File: config.mk
export PLATFORM = sky130hd
export DESIGN_NAME = accum_drain
export DESIGN_NICKNAME = d
export VERILOG_FILES = /design/src/rtl/accum_drain.sv
export SDC_FILE = /design/constraint.sdc
export NUM_CORES = 1
export LEC_CHECK = 0
export CAP_MARGIN = 20
export CELL_PAD_IN_SITES_DETAIL_PLACEMENT = 2
export CELL_PAD_IN_SITES_GLOBAL_PLACEMENT = 2
export CORE_ASPECT_RATIO = 0.9
export CORE_MARGIN = 4
export CORE_UTILIZATION = 33
export CTS_CLUSTER_SIZE = 14
export DETAILED_ROUTE_END_ITERATION = 8
export GPL_ROUTABILITY_DRIVEN = 0
export PLACE_DENSITY = 0.94
export SKIP_CTS_REPAIR_TIMING = 1
export SYNTH_ARGS = -nofsm -noshare
export SYNTH_HDL_FRONTEND = slang
export SYNTH_SLANG_ARGS = --single-unit
File: constraint.sdc
create_clock -name i_clk -period 4.5 [get_ports i_clk]
set_clock_uncertainty 0.05 [all_clocks]
set_input_delay 0.9 -clock i_clk [delete_from_list [all_inputs] [get_ports i_clk]]
set_output_delay 0.9 -clock i_clk [all_outputs]
set_load 0.005 [all_outputs]
File: src/rtl/accum_drain.sv
// accum_drain: drains accumulator rows out as a narrow valid/ready beat stream, LSB chunk first
module accum_drain #(
  parameter int VEC_WIDTH  = 384,
  parameter int ARR_DEPTH  = 16,
  parameter int ADDR_WIDTH = $clog2(ARR_DEPTH),
  parameter int OUT_WIDTH  = 128
) (
  input  logic                  i_clk,
  input  logic                  i_rst_n,
  input  logic                  i_start,
  input  logic [ADDR_WIDTH-1:0] i_base_addr,
  input  logic [ADDR_WIDTH:0]   i_count,
  output logic [ADDR_WIDTH-1:0] o_addr_rd,
  input  logic [VEC_WIDTH-1:0]  i_data_rd,
  output logic                  o_valid,
  output logic [OUT_WIDTH-1:0]  o_data,
  output logic                  o_last,
  input  logic                  i_ready,
  output logic                  o_busy,
  output logic                  o_done
);
  localparam int BEATS = VEC_WIDTH / OUT_WIDTH;
  localparam int BW = BEATS > 1 ? $clog2(BEATS) : 1;
  localparam int CW = ADDR_WIDTH + 1;
  localparam logic [1:0] IDLE = 2'd0, LOAD = 2'd1, SEND = 2'd2, DONE = 2'd3;
  logic [1:0]            state_q, state_d;
  logic [CW-1:0]         count_q, count_d, k_q, k_d;
  logic [ADDR_WIDTH-1:0] addr_q, addr_d;
  logic [BW-1:0]         beat_q, beat_d;
  logic [VEC_WIDTH-1:0]  buf_q, buf_d;
  logic                  xfer, last_beat, last_row;
  assign xfer      = state_q == SEND && i_ready;
  assign last_beat = beat_q == BW'(BEATS - 1);
  assign last_row  = k_q == count_q - CW'(1);
  always_comb begin
    state_d = state_q;
    count_d = count_q;
    k_d     = k_q;
    addr_d  = addr_q;
    beat_d  = beat_q;
    buf_d   = buf_q;
    if (state_q == IDLE && i_start) begin
      state_d = i_count == '0 ? DONE : LOAD;
      count_d = i_count;
      k_d     = '0;
      beat_d  = '0;
      addr_d  = i_base_addr;
    end
    if (state_q == LOAD) begin
      buf_d   = i_data_rd;
      beat_d  = '0;
      state_d = SEND;
    end
    // the address advances only when a row is fully sent, so it names the row being sent
    if (xfer) begin
      beat_d = last_beat ? '0 : beat_q + BW'(1);
      if (last_beat) begin
        state_d = last_row ? DONE : LOAD;
        k_d     = last_row ? k_q : k_q + CW'(1);
        addr_d  = last_row ? addr_q : addr_q + ADDR_WIDTH'(1);
      end
    end
    if (state_q == DONE) state_d = IDLE;
  end
  always_ff @(posedge i_clk or negedge i_rst_n) begin
    if (!i_rst_n) begin
      state_q <= IDLE;
      count_q <= '0;
      k_q     <= '0;
      addr_q  <= '0;
      beat_q  <= '0;
      buf_q   <= '0;
    end else begin
      state_q <= state_d;
      count_q <= count_d;
      k_q     <= k_d;
      addr_q  <= addr_d;
      beat_q  <= beat_d;
      buf_q   <= buf_d;
    end
  end
  assign o_addr_rd = addr_q;
  assign o_valid   = state_q == SEND;
  assign o_data    = buf_q[beat_q*OUT_WIDTH +: OUT_WIDTH];
  assign o_last    = o_valid && last_beat && last_row;
  assign o_busy    = state_q != IDLE;
  assign o_done    = state_q == DONE;
endmodule
==> flow_metrics.py, run 1 <==
metrics = {
    "place": {
        "place_inst": 2520,
        "dp_hpwl_um": 50070,
        "dp_slack_ns": 0.9974,
        "portBuffers": 532,
    },
    "clock_network": {
        "numCtsBuffers": 46,
        "clock_latency_ns": 0.56,
        "htree_levels": 2,
        "cts_tree": "done",
        "clockBufferDepth": 3,
        "clock_sinks": 402,
        "root_buffer": "clkbuf_16",
        "clkTransAtPathRegs_ns": 0.06,
    },
    "floorplanning": {
        "coreArea_sq_um": 53150,
        "placementRows": 80,
        "start_util_pct": 33.48,
        "die_y_um": 228.3,
        "io_pins": 533,
        "die_x_um": 252.8,
        "dieArea_sq_um": 57710,
    },
    "layout": {
        "n_fill_cell": 5019,
        "layout-drive-gt1-share_pct": 25.96,
        "num-nets-final": 2271,
        "layout.cells.non_filler": 2623,
        "mostFrequentLayoutCell": "clkdlybuf4s50_1",
        "multiInputGateArea_sq_um": 7305,
        "regArea_sq_um": 10070,
        "most-common-layout-cells": "clkdlybuf4s50_1, dfrtp_1, mux2_2",
        "areaGrowthSynthToFinish_pct": 43.18,
    },
    "detailed_routing": {
        "routed_wl_um": 72990,
        "via_per_inst": 5.088,
        "vias": 13347,
        "first_pass_iters": 4,
        "drt_iter0_drc": 603,
        "drc": 0,
        "ant_nets": 0,
        "wl_per_cell_um": 27.83,
    },
    "logic_synthesis": {
        "ys.flop_type": "dfrtp_1",
        "syn_area_per_cell_sq_um": 13.11,
        "synth_seq_area_share_pct": 56.53,
        "synth_area_leaders": "dfrtp_1, mux2_2, mux2i_1",
        "ys_ff_latch": 402,
        "synth-edff-count": 0,
        "yosysWarnings": 0,
        "async_reset_ff_share_pct": 100.0,
        "synth_top_area_share_pct": 56.53,
        "synth_top_area_cell": "dfrtp_1",
        "syn_nets": 1757,
        "synth_cell_types": 46,
        "synthCells": 1357,
        "syn_area_sq_um": 17790,
    },
    "sta": {
        "worst_slack_ns": 0.3946,
        "relSlewSlack_pct": 33.51,
        "holdWs_ns": 0.3964,
        "hold_viol": 0,
        "rsz0062_at_grt": "false",
        "finalSetupViolCount": 0,
        "fmax_mhz": 243.6,
        "fin_crit_sh_pct": 91.23,
        "period_minus_slack_ns": 4.105,
        "slew_viol_final": 0,
        "tns_ns": 0,
        "worst_pin_slew_ns": 0.9973,
    },
    "setup_path": {
        "r2r_start": "state_q[0]$_DFF_PN0_",
        "worst-path-max-fanout": 113,
        "r2r_setup_slack_ns": 1.91,
        "worstReg2RegEnd": "buf_q[60]$_DFFE_PN0P_",
        "worstPathArrival_ns": 3.16,
        "critPathKind": "flip-flop to output pin",
        "rr_worst_depth": 4,
        "worstPathRequired_ns": 3.55,
        "end_kind": "output pin",
        "startpoint_type": "flip-flop",
    },
    "run_status": {
        "outcome": "finished clean",
    },
    "global_routing": {
        "grt_first_pass_wirelength_um": 107700,
        "grt_remaining_overflow": 0,
        "grtUsageTotal_pct": 24.69,
        "grt_max_degree": 134,
        "grt_pass1_vias": 16141,
        "antenna_found_initial": 25,
    },
    "pwr": {
        "p_per_area_nw_per_um2": 749.2,
        "irDropWorstVdd_mv": 0.3957,
        "p_leak_nw": 10.25,
    },
    "run": {
        "cap_violations": 0,
    },
    "hold_path": {
        "hp-class": "primary input to async pin",
    },
}
==> worst max-delay path: stages, from the launching register on <==
cell and delay [ns]:
dfrtp_4 0.72, nor2b_4 0.24, buf_12 0.43, nand2_1 0.22, o21ai_0 0.20, clkdlybuf4s50_1 0.59
==> power breakdown <==
group          switching [mW]  internal (mW)  total [mW]
Combinational            3.70           4.78        8.47
Clock                    1.59           2.19        3.78
Sequential               1.37           5.47        6.84
==> cells by family (layout without fill, tap and decap cells) <==
family,count (synthesis),count (layout),share of synthesized area (%)
adders and majority gates,3,3,0.2110
DFF,402,402,56.53
muxes,513,513,31.56
xor gates and xnor gates,5,5,0.2461
buffers and inverters,103,649,2.503
other,0,23,0
AOI/OAI and AO/OA,156,156,4.831
and+or+nand+nor,175,175,4.120
==> synth_stat cells (2+ instances only) <==
cell type,n
o21ai_0,132
nand2_1,143
inv_1,12
buf_1,13
nand4_1,2
nor2b_1,3
and3_1,2
mux2i_1,129
nand2b_1,2
buf_2,41
and2_1,2
nor2_1,5
and2b_1,2
o211ai_1,3
dfrtp_1,402
xnor2_1,3
xor2_1,2
clkbuf_1,36
nand3_1,4
a21oi_1,2
ha_1,3
o22ai_1,5
o2bb2ai_1,2
mux2_2,384
nor3_1,2
==> through the flow <==
| stage | utilization [%] | total power, mW | cell area, sq um |
|---|---|---|---|
| after global routing | 47.91 | 20.17 | 25470 |
| after detailed placement | 45.03 | 15.19 | 23930 |
| after global placement | 45.03 | 14.33 | 23930 |
| after CTS | 47.83 | 19.34 | 25420 |
| final | 47.94 | 19.09 | 25480 |
| after floorplan | - | 10.45 | 17790 |
==> registers in the layout (all words and copies together) (netlist names) <==
name / cells
beat_q: 2
count_q: 5
state_q: 2
buf_q: 384
o_addr_rd: 4
k_q: 5
==> metal layers <==
layer / vias to the layer above / wire length [um] / share of wire, % / global-route usage [%]
li1: 5834 / - / - / -
met1: 6930 / 26320 / 36 / 26.42
met2: 442 / 39340 / 54 / 46.53
met3: 135 / 4333 / 5.9 / 5.723
met4: 6 / 2958 / 4.1 / 10.05
met5: - / 39 / 0.053 / 0
==> worst max-delay path by stage <==
| stage | slack, ns | depth (start not counted) | end | startpoint |
|---|---|---|---|---|
| 2_1_floorplan | 1.75 | 7 | o_last | count_q[0]$_DFFE_PN0P_ |
| 3_3_place_gp | 1.13 | 4 | o_data[102] | beat_q[0]$_DFFE_PN0P_ |
| 3_5_place_dp | 1.0 | 5 | o_data[80] | beat_q[0]$_DFFE_PN0P_ |
| 4_1_cts | 0.32 | 5 | o_data[71] | beat_q[0]$_DFFE_PN0P_ |
| 5_1_grt | 0.30 | 5 | o_data[2] | beat_q[0]$_DFFE_PN0P_ |
| 6_report | 0.39 | 5 | o_data[2] | beat_q[0]$_DFFE_PN0P_ |
==> final cells by class <==
type / instances / area share, %
clock buffers: 66 / 5.284
well taps: 697 / 3.423
flip-flops and latches: 402 / 39.51
diodes: 23 / 0.2259
clock inverters: 14 / 0.5598
repair buffers: 557 / 22.15
inverters: 12 / 0.1768
multi-input cells: 852 / 28.67
No activity file was read; power rests on OpenSTA's default activity.
==> run 2, diff against run 1 <==
--- a/config.mk
+++ b/config.mk
@@ -9,7 +9,7 @@
 export CELL_PAD_IN_SITES_DETAIL_PLACEMENT = 2
 export CELL_PAD_IN_SITES_GLOBAL_PLACEMENT = 2
 export CORE_ASPECT_RATIO = 0.9
-export CORE_MARGIN = 4
+export CORE_MARGIN = 2
 export CORE_UTILIZATION = 33
 export CTS_CLUSTER_SIZE = 14
 export DETAILED_ROUTE_END_ITERATION = 8
==> run 2 against run 1 <==
Effect of this change: maximum frequency is 1.2% higher; critical endpoint is now o_data[87]; routed wire length is 1.1% lower; final area is 0.81% higher; highest routed layer unchanged.
==> flow_metrics.py, run 2 (synthesis gave the netlist of run 1 again) <==
metrics = {
    "setup_path": {
        "end_kind": "output pin",
        "rr_worst_depth": 3,
        "worst-path-max-fanout": 30,
        "slowest_delay_ns": 0.87,
        "worstPathArrival_ns": 3.11,
        "r2r_start": "state_q[0]$_DFF_PN0_",
        "crit_chain": "buf_4 > mux2i_1 > o21ai_0 > clkdlybuf4s50_1",
        "critPathKind": "flip-flop to output pin",
        "slowest_stage": "dfrtp_4",
        "worstReg2RegEnd": "buf_q[306]$_DFFE_PN0P_",
        "worstPathRequired_ns": 3.55,
        "startpoint_type": "flip-flop",
        "r2r_setup_slack_ns": 1.91,
    },
    "run_status": {
        "outcome": "finished clean",
    },
    "clock_network": {
        "cts_tree": "done",
        "clock_sinks": 402,
        "htree_levels": 2,
        "clock_latency_ns": 0.57,
        "clockBufferDepth": 3,
        "root_buffer": "clkbuf_16",
        "clkTransAtPathRegs_ns": 0.06,
        "numCtsBuffers": 46,
    },
    "layout": {
        "multiInputGateArea_sq_um": 7305,
        "mostFrequentLayoutCell": "clkdlybuf4s50_1",
        "n_fill_cell": 5062,
        "reg.largest.list": "buf_q: 384 flops, count_q: 5 flops, k_q: 5 flops",
        "largest_reg_flops": 384,
        "regMostFlops": "buf_q",
        "regArea_sq_um": 10070,
        "layout-drive-gt1-share_pct": 26.56,
        "areaGrowthSynthToFinish_pct": 44.34,
        "most-common-layout-cells": "clkdlybuf4s50_1, dfrtp_1, mux2_2",
        "num-nets-final": 2276,
    },
    "pwr": {
        "p_per_area_nw_per_um2": 757.2,
        "irDropWorstVdd_mv": 0.3624,
        "p_leak_nw": 10.36,
    },
    "place": {
        "dp_hpwl_um": 48850,
        "dp_slack_ns": 1.154,
        "portBuffers": 532,
    },
    "run": {
        "cap_violations": 0,
    },
    "sta": {
        "worst_pin_slew_ns": 1.009,
        "worst_slack_ns": 0.4422,
        "tns_ns": 0,
        "period_minus_slack_ns": 4.058,
        "fin_crit_sh_pct": 90.17,
        "rsz0062_at_grt": "false",
        "fmax_mhz": 246.4,
        "hold_viol": 0,
        "relSlewSlack_pct": 32.58,
        "finalSetupViolCount": 0,
        "slew_viol_final": 0,
    },
    "global_routing": {
        "grtUsageTotal_pct": 25.64,
        "grt_remaining_overflow": 0,
        "antenna_found_initial": 31,
        "grt_first_pass_wirelength_um": 107000,
        "grt_max_degree": 134,
        "grt_pass1_vias": 16181,
    },
    "floorplanning": {
        "die_y_um": 224.3,
        "die_x_um": 248.8,
        "io_pins": 533,
        "coreArea_sq_um": 53150,
        "placementRows": 80,
        "start_util_pct": 33.48,
        "dieArea_sq_um": 55800,
    },
    "detailed_routing": {
        "drc": 0,
        "wl_per_cell_um": 27.41,
        "ant_nets": 0,
        "vias": 13341,
        "drt_iter0_drc": 385,
        "via_per_inst": 5.065,
        "routed_wl_um": 72210,
        "first_pass_iters": 4,
    },
    "hold_path": {
        "hp-class": "primary input to async pin",
    },
}
## run 2: layer usage
layer | share of wire (%) | GRT usage [%] | vias up
met3 | 6.3 | 7.476 | 148
met5 | 0.15 | 0 | -
li1 | - | - | 5849
met4 | 3.4 | 10.32 | 18
met1 | 36 | 26.94 | 6911
met2 | 54 | 47.99 | 415
## run 2: final cells by class
| class | instances | share of cell area [%] |
|---|---|---|
| repair buffers | 562 | 22.12 |
| well taps | 697 | 3.395 |
| diodes | 24 | 0.2338 |
| multi-input cells | 852 | 28.44 |
| clock inverters | 22 | 1.208 |
| inverters | 12 | 0.1754 |
| clock buffers | 63 | 5.237 |
| flip-flops and latches | 402 | 39.20 |
## run 2: per-stage QoR
step	hold WS, ns	utilization, %	power (mW)	cells	cell area (sq um)
2_1_floorplan	0.4168	-	10.45	1357	17790
3_3_place_gp	0.4378	45.10	14.30	2525	23970
3_5_place_dp	0.4461	45.10	15.14	2525	23970
4_1_cts	0.3917	48.21	19.65	2610	25620
5_1_grt	0.4162	48.30	20.45	2629	25670
6_report	0.3376	48.32	19.45	2634	25680
## run 2: critical path, delay by kind of cell, from the launching register on
family | cells | cell delay [ns]
AOI/OAI and AO/OA | 1 | 0.46
buffers and inverters | 2 | 1.00
DFF | 1 | 0.87
muxes | 1 | 0.14
## run 2: power breakdown
part           total (mW)  internal (mW)  switching (mW)  leakage [nW]
Clock                4.14           2.50            1.64         0.824
Combinational        8.49           4.80            3.69          4.73
Sequential           6.81           5.47            1.35          4.81
## run 2: worst max-delay path by stage
| stage | startpoint | cells after the start | slack, ns | endpoint |
|---|---|---|---|---|
| 6_report | beat_q[0]$_DFFE_PN0P_ | 4 | 0.44 | o_data[87] |
| 2_1_floorplan | count_q[0]$_DFFE_PN0P_ | 7 | 1.75 | o_last |
| 5_1_grt | count_q[0]$_DFFE_PN0P_ | 8 | 0.39 | o_last |
| 3_5_place_dp | count_q[0]$_DFFE_PN0P_ | 8 | 1.15 | o_last |
| 3_3_place_gp | count_q[0]$_DFFE_PN0P_ | 8 | 1.19 | o_last |
| 4_1_cts | beat_q[0]$_DFFE_PN0P_ | 4 | 0.45 | o_data[87] |
